--- src/rtl/mem_port_arbiter_pkg.sv ---
// mem_arb_pkg: shared types and default widths for the IF/DM memory port arbiter.
//   arb_state_e : arbiter FSM states
//   grant_e     : which requester owns the memory port
//   DEF_*_WIDTH : default address/data widths used by the interface and the top
package mem_arb_pkg;

  localparam int DEF_ADDR_WIDTH = 32;
  localparam int DEF_DATA_WIDTH = 32;

  typedef enum logic [1:0] {
    IDLE,
    XFER_IF,
    XFER_DM,
    RESP
  } arb_state_e;

  typedef enum logic {
    GNT_IF,
    GNT_DM
  } grant_e;

endpackage

--- src/rtl/mem_port_arbiter_if.sv ---
// mem_port_arbiter_if: bundles the fetch port, the data port and the memory port
// of the arbiter.
//   master modport : the arbiter itself (takes requests, drives done/rdata and mem_*)
//   slave modport  : the environment (core stages driving requests, memory model
//                    driving mem_ack/mem_rdata)
// Signals:
//   if_req/if_addr -> if_rdata/if_done                       fetch port
//   dm_req/dm_we/dm_be/dm_addr/dm_wdata -> dm_rdata/dm_done  data port
//   mem_req/mem_we/mem_be/mem_addr/mem_wdata <- mem_ack/mem_rdata  memory port
interface mem_port_arbiter_if
  import mem_arb_pkg::*;
#(
  parameter int ADDR_WIDTH = DEF_ADDR_WIDTH,
  parameter int DATA_WIDTH = DEF_DATA_WIDTH
) ();

  logic                    if_req;
  logic [ADDR_WIDTH-1:0]   if_addr;
  logic [DATA_WIDTH-1:0]   if_rdata;
  logic                    if_done;

  logic                    dm_req;
  logic                    dm_we;
  logic [DATA_WIDTH/8-1:0] dm_be;
  logic [ADDR_WIDTH-1:0]   dm_addr;
  logic [DATA_WIDTH-1:0]   dm_wdata;
  logic [DATA_WIDTH-1:0]   dm_rdata;
  logic                    dm_done;

  logic                    mem_req;
  logic                    mem_we;
  logic [DATA_WIDTH/8-1:0] mem_be;
  logic [ADDR_WIDTH-1:0]   mem_addr;
  logic [DATA_WIDTH-1:0]   mem_wdata;
  logic                    mem_ack;
  logic [DATA_WIDTH-1:0]   mem_rdata;

  modport master (
    input  if_req, if_addr,
    output if_rdata, if_done,
    input  dm_req, dm_we, dm_be, dm_addr, dm_wdata,
    output dm_rdata, dm_done,
    output mem_req, mem_we, mem_be, mem_addr, mem_wdata,
    input  mem_ack, mem_rdata
  );

  modport slave (
    output if_req, if_addr,
    input  if_rdata, if_done,
    output dm_req, dm_we, dm_be, dm_addr, dm_wdata,
    input  dm_rdata, dm_done,
    input  mem_req, mem_we, mem_be, mem_addr, mem_wdata,
    output mem_ack, mem_rdata
  );

endinterface

--- src/rtl/mem_port_arbiter.sv ---
// mem_port_arbiter: shares one single-port memory between instruction fetch (IF)
// and data memory (DM). Each access: arbitrate in IDLE, latch fields into mem_*,
// hold mem_req until mem_ack, then one RESP cycle pulsing the granted done.
// All outputs are registered.
// Ports:
//   clk  : clock, rising edge
//   rst  : synchronous active-high reset (abandons any access in flight)
//   bus  : mem_port_arbiter_if.master (fetch, data and memory ports)
// Build option:
//   ARB_FAIR_EN : when defined, simultaneous requests alternate using a last-grant
//                 bit; otherwise DM always wins over IF.
//
// state   | meaning
// --------+-----------------------------------------------------------
// IDLE    | no access open; arbitrate and latch the winner's fields
// XFER_IF | fetch on the memory port, waiting for mem_ack
// XFER_DM | load/store on the memory port, waiting for mem_ack
// RESP    | one-cycle done pulse to the granted requester; no arbitration
module mem_port_arbiter
  import mem_arb_pkg::*;
#(
  parameter int ADDR_WIDTH = DEF_ADDR_WIDTH,
  parameter int DATA_WIDTH = DEF_DATA_WIDTH
) (
  input logic                clk,
  input logic                rst,
  mem_port_arbiter_if.master bus
);

  localparam int BE_WIDTH = DATA_WIDTH / 8;

  arb_state_e              state_q, state_d;
  logic                    mem_req_q, mem_req_d;
  logic                    mem_we_q, mem_we_d;
  logic [BE_WIDTH-1:0]     mem_be_q, mem_be_d;
  logic [ADDR_WIDTH-1:0]   mem_addr_q, mem_addr_d;
  logic [DATA_WIDTH-1:0]   mem_wdata_q, mem_wdata_d;
  logic [DATA_WIDTH-1:0]   if_rdata_q, if_rdata_d;
  logic [DATA_WIDTH-1:0]   dm_rdata_q, dm_rdata_d;
  logic                    if_done_q, if_done_d;
  logic                    dm_done_q, dm_done_d;
  grant_e                  gnt;
  logic                    gnt_take;

`ifdef ARB_FAIR_EN
  grant_e                  last_grant_q;
`endif

  always_comb begin
    state_d     = state_q;
    mem_req_d   = mem_req_q;
    mem_we_d    = mem_we_q;
    mem_be_d    = mem_be_q;
    mem_addr_d  = mem_addr_q;
    mem_wdata_d = mem_wdata_q;
    if_rdata_d  = if_rdata_q;
    dm_rdata_d  = dm_rdata_q;
    if_done_d   = 1'b0;
    dm_done_d   = 1'b0;
    gnt         = GNT_IF;
    gnt_take    = 1'b0;

    if (bus.dm_req && bus.if_req) begin
`ifdef ARB_FAIR_EN
      gnt = (last_grant_q == GNT_DM) ? GNT_IF : GNT_DM;
`else
      gnt = GNT_DM;
`endif
    end else if (bus.dm_req) begin
      gnt = GNT_DM;
    end

    case (state_q)
      IDLE: begin
        if (bus.if_req || bus.dm_req) begin
          gnt_take  = 1'b1;
          mem_req_d = 1'b1;
          if (gnt == GNT_DM) begin
            mem_we_d    = bus.dm_we;
            mem_be_d    = bus.dm_be;
            mem_addr_d  = bus.dm_addr;
            mem_wdata_d = bus.dm_wdata;
            state_d     = XFER_DM;
          end else begin
            // A fetch is a full-word read.
            mem_we_d    = 1'b0;
            mem_be_d    = '1;
            mem_addr_d  = bus.if_addr;
            mem_wdata_d = '0;
            state_d     = XFER_IF;
          end
        end
      end
      XFER_IF: begin
        if (bus.mem_ack) begin
          if_rdata_d = bus.mem_rdata;
          if_done_d  = 1'b1;
          mem_req_d  = 1'b0;
          state_d    = RESP;
        end
      end
      XFER_DM: begin
        if (bus.mem_ack) begin
          // Stores leave the last load data visible on dm_rdata.
          if (!mem_we_q) begin
            dm_rdata_d = bus.mem_rdata;
          end
          dm_done_d = 1'b1;
          mem_req_d = 1'b0;
          state_d   = RESP;
        end
      end
      RESP: begin
        state_d = IDLE;
      end
      default: begin
        state_d = IDLE;
      end
    endcase
  end

  always_ff @(posedge clk) begin
    if (rst) begin
      state_q     <= IDLE;
      mem_req_q   <= 1'b0;
      mem_we_q    <= 1'b0;
      mem_be_q    <= '0;
      mem_addr_q  <= '0;
      mem_wdata_q <= '0;
      if_rdata_q  <= '0;
      dm_rdata_q  <= '0;
      if_done_q   <= 1'b0;
      dm_done_q   <= 1'b0;
    end else begin
      state_q     <= state_d;
      mem_req_q   <= mem_req_d;
      mem_we_q    <= mem_we_d;
      mem_be_q    <= mem_be_d;
      mem_addr_q  <= mem_addr_d;
      mem_wdata_q <= mem_wdata_d;
      if_rdata_q  <= if_rdata_d;
      dm_rdata_q  <= dm_rdata_d;
      if_done_q   <= if_done_d;
      dm_done_q   <= dm_done_d;
    end
  end

`ifdef ARB_FAIR_EN
  always_ff @(posedge clk) begin
    if (rst) begin
      last_grant_q <= GNT_IF;
    end else if (gnt_take) begin
      last_grant_q <= gnt;
    end
  end
`endif

  assign bus.mem_req   = mem_req_q;
  assign bus.mem_we    = mem_we_q;
  assign bus.mem_be    = mem_be_q;
  assign bus.mem_addr  = mem_addr_q;
  assign bus.mem_wdata = mem_wdata_q;
  assign bus.if_rdata  = if_rdata_q;
  assign bus.if_done   = if_done_q;
  assign bus.dm_rdata  = dm_rdata_q;
  assign bus.dm_done   = dm_done_q;

endmodule

--- src/flat_wrapper.sv ---
// flat-port wrapper written by rule: the top's interface ports become plain ports
module mem_port_arbiter_flat import mem_arb_pkg::*;
#(
  parameter int ADDR_WIDTH = DEF_ADDR_WIDTH,
  parameter int DATA_WIDTH = DEF_DATA_WIDTH
)
  (clk, rst, bus_if_req, bus_if_addr, bus_if_rdata, bus_if_done, bus_dm_req, bus_dm_we, bus_dm_be, bus_dm_addr, bus_dm_wdata, bus_dm_rdata, bus_dm_done, bus_mem_req, bus_mem_we, bus_mem_be, bus_mem_addr, bus_mem_wdata, bus_mem_ack, bus_mem_rdata);
  mem_port_arbiter_if #(.ADDR_WIDTH(ADDR_WIDTH), .DATA_WIDTH(DATA_WIDTH)) bus_i ();
  input logic clk;
  input logic rst;
  input wire logic [$bits(bus_i.if_req)-1:0] bus_if_req;
  input wire logic [$bits(bus_i.if_addr)-1:0] bus_if_addr;
  output wire logic [$bits(bus_i.if_rdata)-1:0] bus_if_rdata;
  output wire logic [$bits(bus_i.if_done)-1:0] bus_if_done;
  input wire logic [$bits(bus_i.dm_req)-1:0] bus_dm_req;
  input wire logic [$bits(bus_i.dm_we)-1:0] bus_dm_we;
  input wire logic [$bits(bus_i.dm_be)-1:0] bus_dm_be;
  input wire logic [$bits(bus_i.dm_addr)-1:0] bus_dm_addr;
  input wire logic [$bits(bus_i.dm_wdata)-1:0] bus_dm_wdata;
  output wire logic [$bits(bus_i.dm_rdata)-1:0] bus_dm_rdata;
  output wire logic [$bits(bus_i.dm_done)-1:0] bus_dm_done;
  output wire logic [$bits(bus_i.mem_req)-1:0] bus_mem_req;
  output wire logic [$bits(bus_i.mem_we)-1:0] bus_mem_we;
  output wire logic [$bits(bus_i.mem_be)-1:0] bus_mem_be;
  output wire logic [$bits(bus_i.mem_addr)-1:0] bus_mem_addr;
  output wire logic [$bits(bus_i.mem_wdata)-1:0] bus_mem_wdata;
  input wire logic [$bits(bus_i.mem_ack)-1:0] bus_mem_ack;
  input wire logic [$bits(bus_i.mem_rdata)-1:0] bus_mem_rdata;
  assign bus_i.if_req = bus_if_req;
  assign bus_i.if_addr = bus_if_addr;
  assign bus_if_rdata = bus_i.if_rdata;
  assign bus_if_done = bus_i.if_done;
  assign bus_i.dm_req = bus_dm_req;
  assign bus_i.dm_we = bus_dm_we;
  assign bus_i.dm_be = bus_dm_be;
  assign bus_i.dm_addr = bus_dm_addr;
  assign bus_i.dm_wdata = bus_dm_wdata;
  assign bus_dm_rdata = bus_i.dm_rdata;
  assign bus_dm_done = bus_i.dm_done;
  assign bus_mem_req = bus_i.mem_req;
  assign bus_mem_we = bus_i.mem_we;
  assign bus_mem_be = bus_i.mem_be;
  assign bus_mem_addr = bus_i.mem_addr;
  assign bus_mem_wdata = bus_i.mem_wdata;
  assign bus_i.mem_ack = bus_mem_ack;
  assign bus_i.mem_rdata = bus_mem_rdata;
  mem_port_arbiter #(.ADDR_WIDTH(ADDR_WIDTH), .DATA_WIDTH(DATA_WIDTH)) u_core (.clk(clk), .rst(rst), .bus(bus_i));
endmodule
--- config.mk ---
export PLATFORM = sky130hd
export DESIGN_NAME = mem_port_arbiter_flat
export DESIGN_NICKNAME = d
export VERILOG_FILES = /design/src/rtl/mem_port_arbiter_pkg.sv /design/src/rtl/mem_port_arbiter_if.sv /design/src/rtl/mem_port_arbiter.sv /design/src/flat_wrapper.sv
export SDC_FILE = /design/constraint.sdc
export NUM_CORES = 1
export LEC_CHECK = 0
export CAP_MARGIN = 20
export CORE_MARGIN = 2
export CORE_UTILIZATION = 40
export CTS_CLUSTER_DIAMETER = 120
export CTS_CLUSTER_SIZE = 16
export DETAILED_ROUTE_END_ITERATION = 10
export GPL_ROUTABILITY_DRIVEN = 0
export PLACE_DENSITY_LB_ADDON = 0.25
export SLEW_MARGIN = 20
export SYNTH_ARGS = -nofsm -noshare
export SYNTH_HDL_FRONTEND = slang
export SYNTH_SLANG_ARGS = --single-unit
export TNS_END_PERCENT = 10
--- constraint.sdc ---
create_clock -name clk -period 2.1 [get_ports clk]
set_input_delay 0.315 -clock clk [delete_from_list [all_inputs] [get_ports clk]]
set_output_delay 0.315 -clock clk [all_outputs]
set_load 0.005 [all_outputs]
## Word level (Yosys, flattened, before mapping)

Index checks and enable logic that the tools add are counted.

- Output and inout port bits: 136
- Register bits: 138
- Input bits: 138
- Word-level logic and storage cells: 44

- Reduce and logical (&&, ||, !) cells: 12
- Equality and inequality tests: 5
- Multiplexer cells: 14
- Bitwise gates (word level): 3

Operators by type and width:

| kind | count |
|---|---|
| $mux 32 | 2 |
| $mux 1 | 6 |
| $mux 2 | 3 |
| $pmux 2 s3 | 1 |
| $reduce_and 2->1 | 3 |
| $reduce_and 3->1 | 2 |
| $reduce_or 2->1 | 3 |
| $eq 2x2->1 const B | 2 |
| $mux 4 | 1 |
| $ne 2x1->1 const B | 2 |
| $not 1->1 | 3 |
| $eq 2x1->1 const B | 1 |
| $logic_not 2->1 | 1 |
| $pmux 1 s2 | 1 |
| $reduce_bool 2->1 | 1 |
| $logic_and 1x1->1 | 1 |
| $logic_or 1x1->1 | 1 |

## Logic depth before layout (Yosys ltp)

Gate-level depths: netlist of the first run.

- Word-level depth: 5
- Depth in mapped cells: 7

## Worst setup path before layout of the first run

No wires, ideal clock.

- Path kind: reg2reg
- From: reg u_core.state_q[0]
- To: reg u_core.mem_wdata_q[10], in the netlist u_core.bus.mem_wdata[10]
- Data arrival time: 1.362 ns
- Required time: 1.972 ns
- Library setup time: 0.128 ns
- Stages on the path, launching flop included: 8
- Slack: 0.610 ns
- Path through: dfxtp_1 > inv_1 > ha_1 > and2_1 > buf_4 > buf_6 > a22oi_1 > nor2_1

- Longest elaborated chain between the ends: 2

RTL lines:

| item | RTL line | RTL |
|---|---|---|
| start: declaration | mem_port_arbiter.sv:32 | `arb_state_e state_q, state_d;` |
| start signal: assignment | mem_port_arbiter.sv:135 | `state_q <= state_d;` |
| $logic_not 2->1 | mem_port_arbiter.sv:73 | `case (state_q)` |
| $reduce_and 2->1 (no source line) | n/a |  |
| end signal: assignment | mem_port_arbiter.sv:140 | `mem_wdata_q <= mem_wdata_d;` |
| end: declaration | mem_port_arbiter.sv:37 | `logic [DATA_WIDTH-1:0] mem_wdata_q, mem_wdata_d;` |

No other way between the ends.
A chain may end at the register's enable or synchronous reset.

## Worst setup path after layout of the first run

- From: reg u_core.state_q[0]
- To: reg u_core.mem_addr_q[27], in the netlist u_core.bus.mem_addr[27]

- Longest elaborated chain between the ends: 2

RTL lines:

| item | RTL line | RTL |
|---|---|---|
| $logic_not 2->1 | mem_port_arbiter.sv:73 |  |
| $reduce_and 2->1 (no source line) | n/a |  |
| end signal: assignment | mem_port_arbiter.sv:139 | `mem_addr_q <= mem_addr_d;` |
| end: declaration | mem_port_arbiter.sv:36 | `logic [ADDR_WIDTH-1:0] mem_addr_q, mem_addr_d;` |

No other way between the ends.

==> summary.md, run 1 <==
| Metric | Value |
|---|---|
| Post-route ant nets | 0 |
| CTS buffer count | 17 |
| Top cells by area, synth | dfxtp_1 (52%), nand2_1 (9.3%), a21oi_1 (6.4%), mux2i_1 (6.0%), nor2_1 (5.3%) |
| Area of the mapped netlist | 0.005303 mm2 |
| Clk slew on worst S/H paths | 0.06 ns |
| Count of cell types in the netlist | 28 |
| CP Max Fanout | 25 |
| H-tree levels | 4 |
| Initial Util | 40.52% |
| Final Setup Violations | 0 |
| Startpoint Class | flip-flop |
| Register area share after synthesis | 52.10% |
| PwrDens | 1149 mW/mm2 |
| Area Growth Syn to Fin | 65.83% |
| CTS Sinks | 138 |
| Arrival time worst endpoint | 2.02 ns |
| R2R Path End | u_core.bus.mem_addr[27] |
| CTS Hold Bufs | 0 |
| Design Power | 10.11 mW |
| WHS Path Cells | 2 |
| 1st-iter DRT viols | 252 |
| Die Area | 0.01419 mm2 |
| Max-Cap Viols | 0 |
| PortBufs | 273 |
| DR WL/cell | 15.57 um |
| Setup Buffers After CTS | 0 |
| Core area | 0.01309 mm2 |
| Net Count, Synth | 726 |
| Synth Instances | 584 |
| DRC | 0 |
| Warnings, synthesis | 0 |
| Critical path endpoint category | flip-flop |
| Final hold violations | 0 |
| Status | finished, final reports clean |
| Min Tclk post-route | 1.700 ns |
| TritonCTS clock tree | done |
| Post-DR vias/cell | 4.940 |
| Number of I/O pins | 274 |
| RSZ-0062 raised after global routing | false |
| Number of cell rows | 42 |
| Post_cts resized | 0 |
| Hold_ws | 0.3217 ns |
| Vias in the first global route | 5164 |
| Pre-antenna DRT Iters | 5 |
| Fillers | 1036 |
| Initial antenna violation count | 0 |
| Placed cells | 999 |
| Largest net degree at the start of global routing | 56 |
| Die Y | 119.1 um |
| Clock tree root buffer cell | clkbuf_16 |
| Vias | 5088 |
| Tot GR Track Use | 22.60% |
| Max Root-Sink Buffers | 2 |
| FMAX | 588.3 MHz |
| Ant. Diodes | 0 |
| Hold path start | rst |
| Required @ worst endpoint | 2.42 ns |
| Post-Route WL | 16040 um |
| Worst slew margin | 71.52% |
| Global-route wire length before repair | 25340 um |
| Yosys top cell area share | 52.10% |
| Clock latency on the worst-skew pair | 0.41 ns |
| Final HPWL DP | 11470 um |
| Critical path class | flip-flop to flip-flop |
| Flops & latches, synth | 138 |
| Overflow after GRT | 0 |
| Worst flop-to-flop path startpoint | u_core.state_q[0] |
| Final worst-path cycle share | 80.95% |
| Cell Count, Final, Fillers Out | 1030 |
| Syn avg cell area | 9.080 um2 |
| Worst-Margin Slew | 0.4272 ns |
| Post-synth top area cell | dfxtp_1 |
| Pleak | 3.259 nW |
| Nets | 984 |
| Layout cell share with drive strength beyond 1 | 7.728% |
| Max-slew violations | 0 |
| Overall die width | 119.1 um |
| VDD IR max | 693.9 uV |
| Hold Path Class | primary input to flip-flop |
| Worst Skew | 0.004905 ns |
| Worst r2r path cells | 6 |
| Setup TNS | 0 ns |
| Hold path endpoint | u_core.bus.mem_wdata[8] |
| Worst R2R Setup Slack | 0.40 ns |
==> per-layer routing <==
| layer | global-route usage [%] | up-vias | share of wire [%] |
|---|---|---|---|
| met5 | 0 | - | 0 |
| met4 | 9.747 | 0 | 1.9 |
| met3 | 7.280 | 22 | 7.9 |
| met2 | 40.73 | 215 | 52 |
| met1 | 24.09 | 2362 | 39 |
| li1 | - | 2489 | - |
==> cell families (layout without fill, tap and decap cells) <==
group / after synthesis / in the layout / share of synthesized area (%)
compound gates: 137 / 137 / 18.10
flops: 138 / 138 / 52.10
fa+ha+maj: 4 / 4 / 0.9439
buf+inv: 49 / 319 / 6.135
simple gates: 224 / 224 / 16.68
mux: 32 / 32 / 6.041
==> how the worst max path moves through the flow <==
stage | slack, ns | to | cells past startpoint | from
floorplan | 0.61 | u_core.bus.mem_wdata[10] | 7 | u_core.state_q[0]
global placement | 0.35 | u_core.bus.mem_addr[12] | 5 | bus_if_req
detailed placement | 0.24 | u_core.bus.mem_addr[19] | 5 | bus_if_req
CTS | 0.39 | u_core.bus.mem_addr[0] | 6 | u_core.state_q[0]
global route | 0.20 | u_core.bus.mem_addr[27] | 6 | u_core.state_q[0]
finish | 0.40 | u_core.bus.mem_addr[27] | 6 | u_core.state_q[0]
==> sequential cells by signal, indices dropped and copies added, names as in the netlist <==
register,count
u_core.bus.dm_rdata,32
u_core.bus.if_rdata,32
u_core.bus.mem_addr,32
u_core.bus.mem_wdata,32
u_core.bus.mem_be,4
u_core.state_q,2
u_core.bus.dm_done,1
u_core.bus.if_done,1
u_core.bus.mem_req,1
u_core.bus.mem_we,1
==> layout make-up <==
class                   instances  area (um2)  share of cell area, %
clock buffers                  18       429.2                  4.880
clock inverters                13       249.0                  2.832
inverters                       2       7.507                0.08537
multi-input cells             397        2215                  25.18
flip-flops and latches        138        2763                  31.42
well taps                     176       220.2                  2.504
repair buffers                286        2910                  33.10
==> critical path: stages (launching register included) <==
cell      delay, ns
dfxtp_1        0.34
inv_1          0.09
ha_1           0.33
o21a_4         0.36
buf_12         0.21
nor2_1         0.06
a211oi_1       0.20
==> synthesized netlist by cell type, drive strengths merged <==
| cell | number |
|---|---|
| dfxtp | 138 |
| nand2 | 131 |
| nor2 | 75 |
| a21oi | 68 |
| a22oi | 33 |
| a211oi | 32 |
| mux2i | 32 |
| buf | 28 |
| clkbuf | 19 |
| nor3 | 6 |
| ha | 4 |
| nand2b | 4 |
| and2 | 2 |
| inv | 2 |
| o21ai | 2 |
| a21boi | 1 |
| and3b | 1 |
| nand3b | 1 |
| nor2b | 1 |
| nor3b | 1 |
| o21a | 1 |
| or2b | 1 |
| or3 | 1 |
==> power breakdown <==
group	internal [mW]	total, mW	switching, mW
logic	1.75	3.24	1.50
clock network	2.33	3.43	1.10
registers	3.14	3.43	0.292
==> through the flow <==
step           util (%)  setup slack (ns)  instance area (um2)
6_report          67.20            0.4001                 8793
5_1_grt           67.20            0.2010                 8793
4_1_cts           67.20            0.3900                 8793
3_5_place_dp      62.02            0.2400                 8115
3_3_place_gp      62.02            0.3470                 8115
2_1_floorplan         -            0.6102                 5303
==> layout by cell type (no fill, tap or decap), types with 2 or more instances in the layout <==
cell type        netlist  routed
and2_1                 2       2
a21oi_1               68      68
dfxtp_1              138     138
clkinv_2               0       3
a22oi_1               28      28
nor3_1                 6       6
inv_1                  2       2
clkinvlp_4             0       2
ha_1                   4       4
nand2_1              131     131
a22oi_2                5       5
nand2b_1               4       4
nor2_1                75      75
buf_12                 0       7
bufinv_16              0       7
clkdlybuf4s50_1        0     271
buf_4                  5       7
a211oi_2              14      14
clkbuf_16              0      17
a211oi_1              18      18
mux2i_1               32      32
Power figures use the tool's default switching activity.
==> inputs of run 2 (changes only) <==
--- a/config.mk
+++ b/config.mk
@@ -7,7 +7,7 @@
 export LEC_CHECK = 0
 export CAP_MARGIN = 20
 export CORE_MARGIN = 2
-export CORE_UTILIZATION = 40
+export CORE_UTILIZATION = 36
 export CTS_CLUSTER_DIAMETER = 120
 export CTS_CLUSTER_SIZE = 16
 export DETAILED_ROUTE_END_ITERATION = 10
==> constraint.sdc (replaced) <==
create_clock -name clk -period 1.4 [get_ports clk]
set_input_delay 0.21 -clock clk [delete_from_list [all_inputs] [get_ports clk]]
set_output_delay 0.21 -clock clk [all_outputs]
set_load 0.005 [all_outputs]
==> summary.md, run 2 (same netlist as run 1, synthesis figures left out) <==
| Metric | Value |
|---|---|
| Status | finished, final reports clean |
| Worst flop-to-flop path startpoint | u_core.state_q[1] |
| Setup crit start | u_core.state_q[1] |
| Max-slew violations | 0 |
| Critical path endpoint category | flip-flop |
| CP max stage delay | 0.38 ns |
| Pleak | 3.939 nW |
| Overall die width | 125.4 um |
| Core Util, Final | 61.82% |
| Final hold violations | 0 |
| Required @ worst endpoint | 1.73 ns |
| WHS Path Cells | 2 |
| Number of cell rows | 44 |
| Final worst-path cycle share | 97.50% |
| Multi-input gate area | 0.002312 mm2 |
| Ant. Diodes | 0 |
| H-tree levels | 4 |
| Initial antenna violation count | 0 |
| Final HPWL DP | 11480 um |
| Clk slew on worst S/H paths | 0.06 ns |
| Placed cells | 1013 |
| Post-Route WL | 16560 um |
| PortBufs | 273 |
| Clock latency on the worst-skew pair | 0.42 ns |
| Dpl cell area | 0.008245 mm2 |
| Core area | 0.01448 mm2 |
| Layout cell share with drive strength beyond 1 | 13.07% |
| Commonest non-fill, non-tap cell in the layout | dlygate4sd2_1 |
| Clock tree root buffer cell | clkbuf_16 |
| Register area | 0.002778 mm2 |
| CTS Hold Bufs | 0 |
| Hold_ws | 0.1157 ns |
| Vias in the first global route | 5115 |
| Worst Skew | 0.004898 ns |
| DR WL/cell | 15.68 um |
| CP Max Fanout | 7 |
| Most frequent cells in the layout | dlygate4sd2_1 (136), clkdlybuf4s50_1 (135), nand2_1 (131) |
| Worst-Margin Slew | 0.3313 ns |
| Number of I/O pins | 274 |
| CTS Sinks | 138 |
| Largest net degree at the start of global routing | 62 |
| VDD IR max | 794.2 uV |
| Arrival time worst endpoint | 1.69 ns |
| PwrDens | 1659 mW/mm2 |
| Critical path depth | 6 |
| Overflow after GRT | 0 |
| Startpoint Class | flip-flop |
| Post-route ant nets | 0 |
| 1st-iter DRT viols | 342 |
| TritonCTS clock tree | done |
| Post-DR vias/cell | 4.947 |
| Critical path class | flip-flop to flip-flop |
| Worst r2r path cells | 6 |
| DRC | 0 |
| Final Setup Violations | 0 |
| Die Area | 0.01572 mm2 |
| Hold Path Class | primary input to flip-flop |
| RSZ-0062 raised after global routing | true |
| Max-Cap Viols | 0 |
| Fillers | 1258 |
| Worst slew margin | 77.28% |
| Global-route wire length before repair | 24870 um |
| Min Tclk post-route | 1.365 ns |
| Area Growth Syn to Fin | 68.81% |
| Die Y | 125.4 um |
| Hold path start | rst |
| CP top delay family | compound AO/OA/AOI/OAI gates |
| Pre-antenna DRT Iters | 4 |
| Max Root-Sink Buffers | 2 |
| CP max-delay cell | dfxtp_4 |
| Fin area | 0.008951 mm2 |
| FMAX | 732.6 MHz |
| Cell Count, Final, Fillers Out | 1056 |
| CP Buf/Inv Count | 3 |
| Crit-path cells | inv_4 -> ha_4 -> o21a_4 -> buf_6 -> clkbuf_16 -> a211oi_1 |
| Nets | 1001 |
| Vias | 5224 |
| Tot GR Track Use | 19.64% |
| Initial Util | 36.62% |
| CTS buffer count | 17 |
[run 2: cell types whose count changed in the layout (fill, tap and decap cells not counted), sizes merged]
cell	before	now
clkdlybuf4s50	271	135
dlygate4sd2	0	136
buf	15	26
clkbuf	18	24
bufinv	7	2
clkinv	4	8
inv	2	4
[run 2: final timing paths]
kind	slack [ns]	endpoint
worst max-delay path	0.04	u_core.bus.mem_addr[14]
worst min-delay path	0.12	u_core.bus.mem_addr[0]
worst max register to register	0.04	u_core.bus.mem_addr[14]
worst min register to register	0.45	u_core.bus.dm_rdata[18]
[run 2: where the power goes]
part | internal [mW] | switching [mW]
registers | 4.72 | 0.409
logic | 2.81 | 2.56
clock network | 2.62 | 1.72
total | 10.2 | 4.69
[run 2: repair_timing]
item,in CTS,in global routing
setup endpoints to repair,136,97
pin swaps,0,2
cloned,0,8
buffers inserted,0,3
gates resized for setup,144,30
[run 2: routing by layer]
metal	up-vias	track usage (%)	wire length (um)
met2	238	34.34	8192
met1	2427	21.75	6614
li1	2531	-	-
met3	28	7.146	1435
met5	-	0	0
met4	0	7.647	313
[run 2: through the flow]
stage | TNS, ns | worst slack (ns) | total power, mW
after detailed placement | -3.640 | -0.1268 | 10.36
after global routing | -0.03063 | -0.008378 | 15.68
after CTS | 0 | 0.003836 | 14.21
after floorplan | 0 | 0.005952 | 7.837
final | 0 | 0.03505 | 14.85
after global placement | -0.6004 | -0.04553 | 10.21
[run 2: worst register-to-register path, cell delays in order (launching register included)]
cell and delay [ns]:
dfxtp_4 0.38, inv_4 0.05, ha_4 0.17, o21a_4 0.18, buf_6 0.14, clkbuf_16 0.14, a211oi_1 0.21
[run 2: layout make-up]
type | instances | area share [%]
Timing Repair Buffer | 303 | 33.98
Clock buffer | 18 | 4.795
Sequential cell | 138 | 31.03
Multi-Input combinational cell | 397 | 25.83
Inverter | 2 | 0.1398
Tap cell | 184 | 2.572
Clock inverter | 14 | 1.649
==> inputs of run 3 (changes only) <==
--- a/config.mk
+++ b/config.mk
@@ -9,7 +9,6 @@
 export CORE_MARGIN = 2
 export CORE_UTILIZATION = 36
 export CTS_CLUSTER_DIAMETER = 120
-export CTS_CLUSTER_SIZE = 16
 export DETAILED_ROUTE_END_ITERATION = 10
 export GPL_ROUTABILITY_DRIVEN = 0
 export PLACE_DENSITY_LB_ADDON = 0.25
@@ -17,4 +16,3 @@
 export SYNTH_ARGS = -nofsm -noshare
 export SYNTH_HDL_FRONTEND = slang
 export SYNTH_SLANG_ARGS = --single-unit
-export TNS_END_PERCENT = 10
==> summary.md, run 3 (same netlist as run 1, synthesis figures left out) <==
| Metric | Value |
|---|---|
| Status | finished, final reports clean |
| Final hold violations | 0 |
| Layout cell share with drive strength beyond 1 | 13.39% |
| Design Power | 14.91 mW |
| Pleak | 3.954 nW |
| Largest net degree at the start of global routing | 62 |
| Ant. Diodes | 0 |
| Final worst-path cycle share | 97.64% |
| Flop pwr share | 34.4% |
| Core Util, Final | 62.05% |
| Post-DR vias/cell | 4.968 |
| Overall die width | 125.4 um |
| FMAX | 731.5 MHz |
| Max Root-Sink Buffers | 2 |
| Setup ws final | 0.03301 ns |
| Nets | 1003 |
| Clock tree root buffer cell | clkbuf_16 |
| 1st-iter DRT viols | 358 |
| PwrDens | 1660 mW/mm2 |
| Clock latency on the worst-skew pair | 0.42 ns |
| Int Power | 10.20 mW |
| Post-Route WL | 16740 um |
| DR WL/cell | 15.82 um |
| Proportion of power drawn by the clock network | 29.2% |
| Final Setup Violations | 0 |
| Pre-antenna DRT Iters | 4 |
| Worst R2R Setup Slack | 0.03 ns |
| Overflow after GRT | 0 |
| Area Growth Syn to Fin | 69.42% |
| CTS Sinks | 138 |
| Final HPWL DP | 11480 um |
| VDD IR max | 797.6 uV |
| Critical path class | flip-flop to flip-flop |
| CP Max Fanout | 7 |
| Die Y | 125.4 um |
| Fin area | 0.008984 mm2 |
| Max-Cap Viols | 0 |
| Initial antenna violation count | 0 |
| Number of cell rows | 44 |
| TritonCTS clock tree | done |
| Commonest non-fill, non-tap cell in the layout | dlygate4sd2_1 |
| Min Tclk post-route | 1.367 ns |
| Number of I/O pins | 274 |
| Setup WS pre-CTS | -0.1268 ns |
| Comb power frac | 36.4% |
| Post-route ant nets | 0 |
| Sw power | 4.711 mW |
| CTS buffer count | 17 |
| Cell Count, Final, Fillers Out | 1058 |
| Required @ worst endpoint | 1.73 ns |
| Sw Share | 31.59% |
| Die Area | 0.01572 mm2 |
| Tot GR Track Use | 19.64% |
| Startpoint Class | flip-flop |
| Clk slew on worst S/H paths | 0.06 ns |
| Global-route wire length before repair | 24870 um |
| Max-slew violations | 0 |
| PortBufs | 273 |
| Placed cells | 1013 |
| Worst Skew | 0.004729 ns |
| Critical path endpoint category | flip-flop |
| Worst slew margin | 76.77% |
| DRC | 0 |
| Core area | 0.01448 mm2 |
| Most frequent cells in the layout | dlygate4sd2_1 (136), clkdlybuf4s50_1 (135), nand2_1 (131) |
| Hold Path Class | primary input to flip-flop |
| Vias in the first global route | 5115 |
| Worst-Margin Slew | 0.3388 ns |
| H-tree levels | 4 |
| Initial Util | 36.62% |
| Dpl cell area | 0.008245 mm2 |
| Arrival time worst endpoint | 1.69 ns |
| Vias | 5256 |
## run 3: cell type report
| class | instances | area, um2 |
|---|---|---|
| Clock buffer | 18 | 429.2 |
| Clock inverter | 14 | 147.6 |
| Fill cell | 1251 | 5495 |
| Inverter | 2 | 12.51 |
| Multi-Input combinational cell | 397 | 2312 |
| Sequential cell | 138 | 2778 |
| Tap cell | 184 | 230.2 |
| Timing Repair Buffer | 305 | 3074 |
## run 3: power by group through the flow
| stage | clock network, mW | logic, mW | registers [mW] |
|---|---|---|---|
| 2_1_floorplan | 0 | 2.61 | 5.23 |
| 3_3_place_gp | 0 | 5.05 | 5.16 |
| 3_5_place_dp | 0 | 5.17 | 5.19 |
| 4_1_cts | 4.42 | 4.69 | 5.10 |
| 5_1_grt | 4.61 | 5.89 | 5.23 |
| 6_report | 4.35 | 5.43 | 5.13 |
## run 3: layer usage
layer,GRT usage (%),share of wire [%]
met1,21.75,40
met5,0,0
met3,7.146,8.9
met2,34.34,50
met4,7.647,2.0
## run 3: through the flow
stage          hold WS (ns)   TNS, ns
3_3_place_gp         0.4406   -0.6004
4_1_cts             0.09475         0
2_1_floorplan        0.3238         0
3_5_place_dp         0.4492    -3.640
5_1_grt              0.1083  -0.02577
6_report             0.1117         0
## run 3: repair_timing
action                                  4_1_cts  5_1_grt
gates cloned                                  0        9
gates resized for setup                     144       31
hold buffers                                  0        0
endpoints found under the setup margin      136       97
pin swaps                                     0        2
setup buffers                                 0        4
## run 3: critical path: stages (launching register included)
cell       delay (ns)
dfxtp_4          0.38
inv_4            0.05
ha_4             0.17
o21a_4           0.18
buf_6            0.14
clkbuf_16        0.14
a211oi_1         0.21
## run 3: final timing paths
path                                start                      end  depth (start not counted)
setup / recovery        u_core.state_q[1]  u_core.bus.mem_addr[14]                          6
hold / removal                        rst   u_core.bus.mem_addr[5]                          2
hold reg to reg   u_core.bus.dm_rdata[18]  u_core.bus.dm_rdata[18]                          2
setup reg to reg        u_core.state_q[1]  u_core.bus.mem_addr[14]                          6
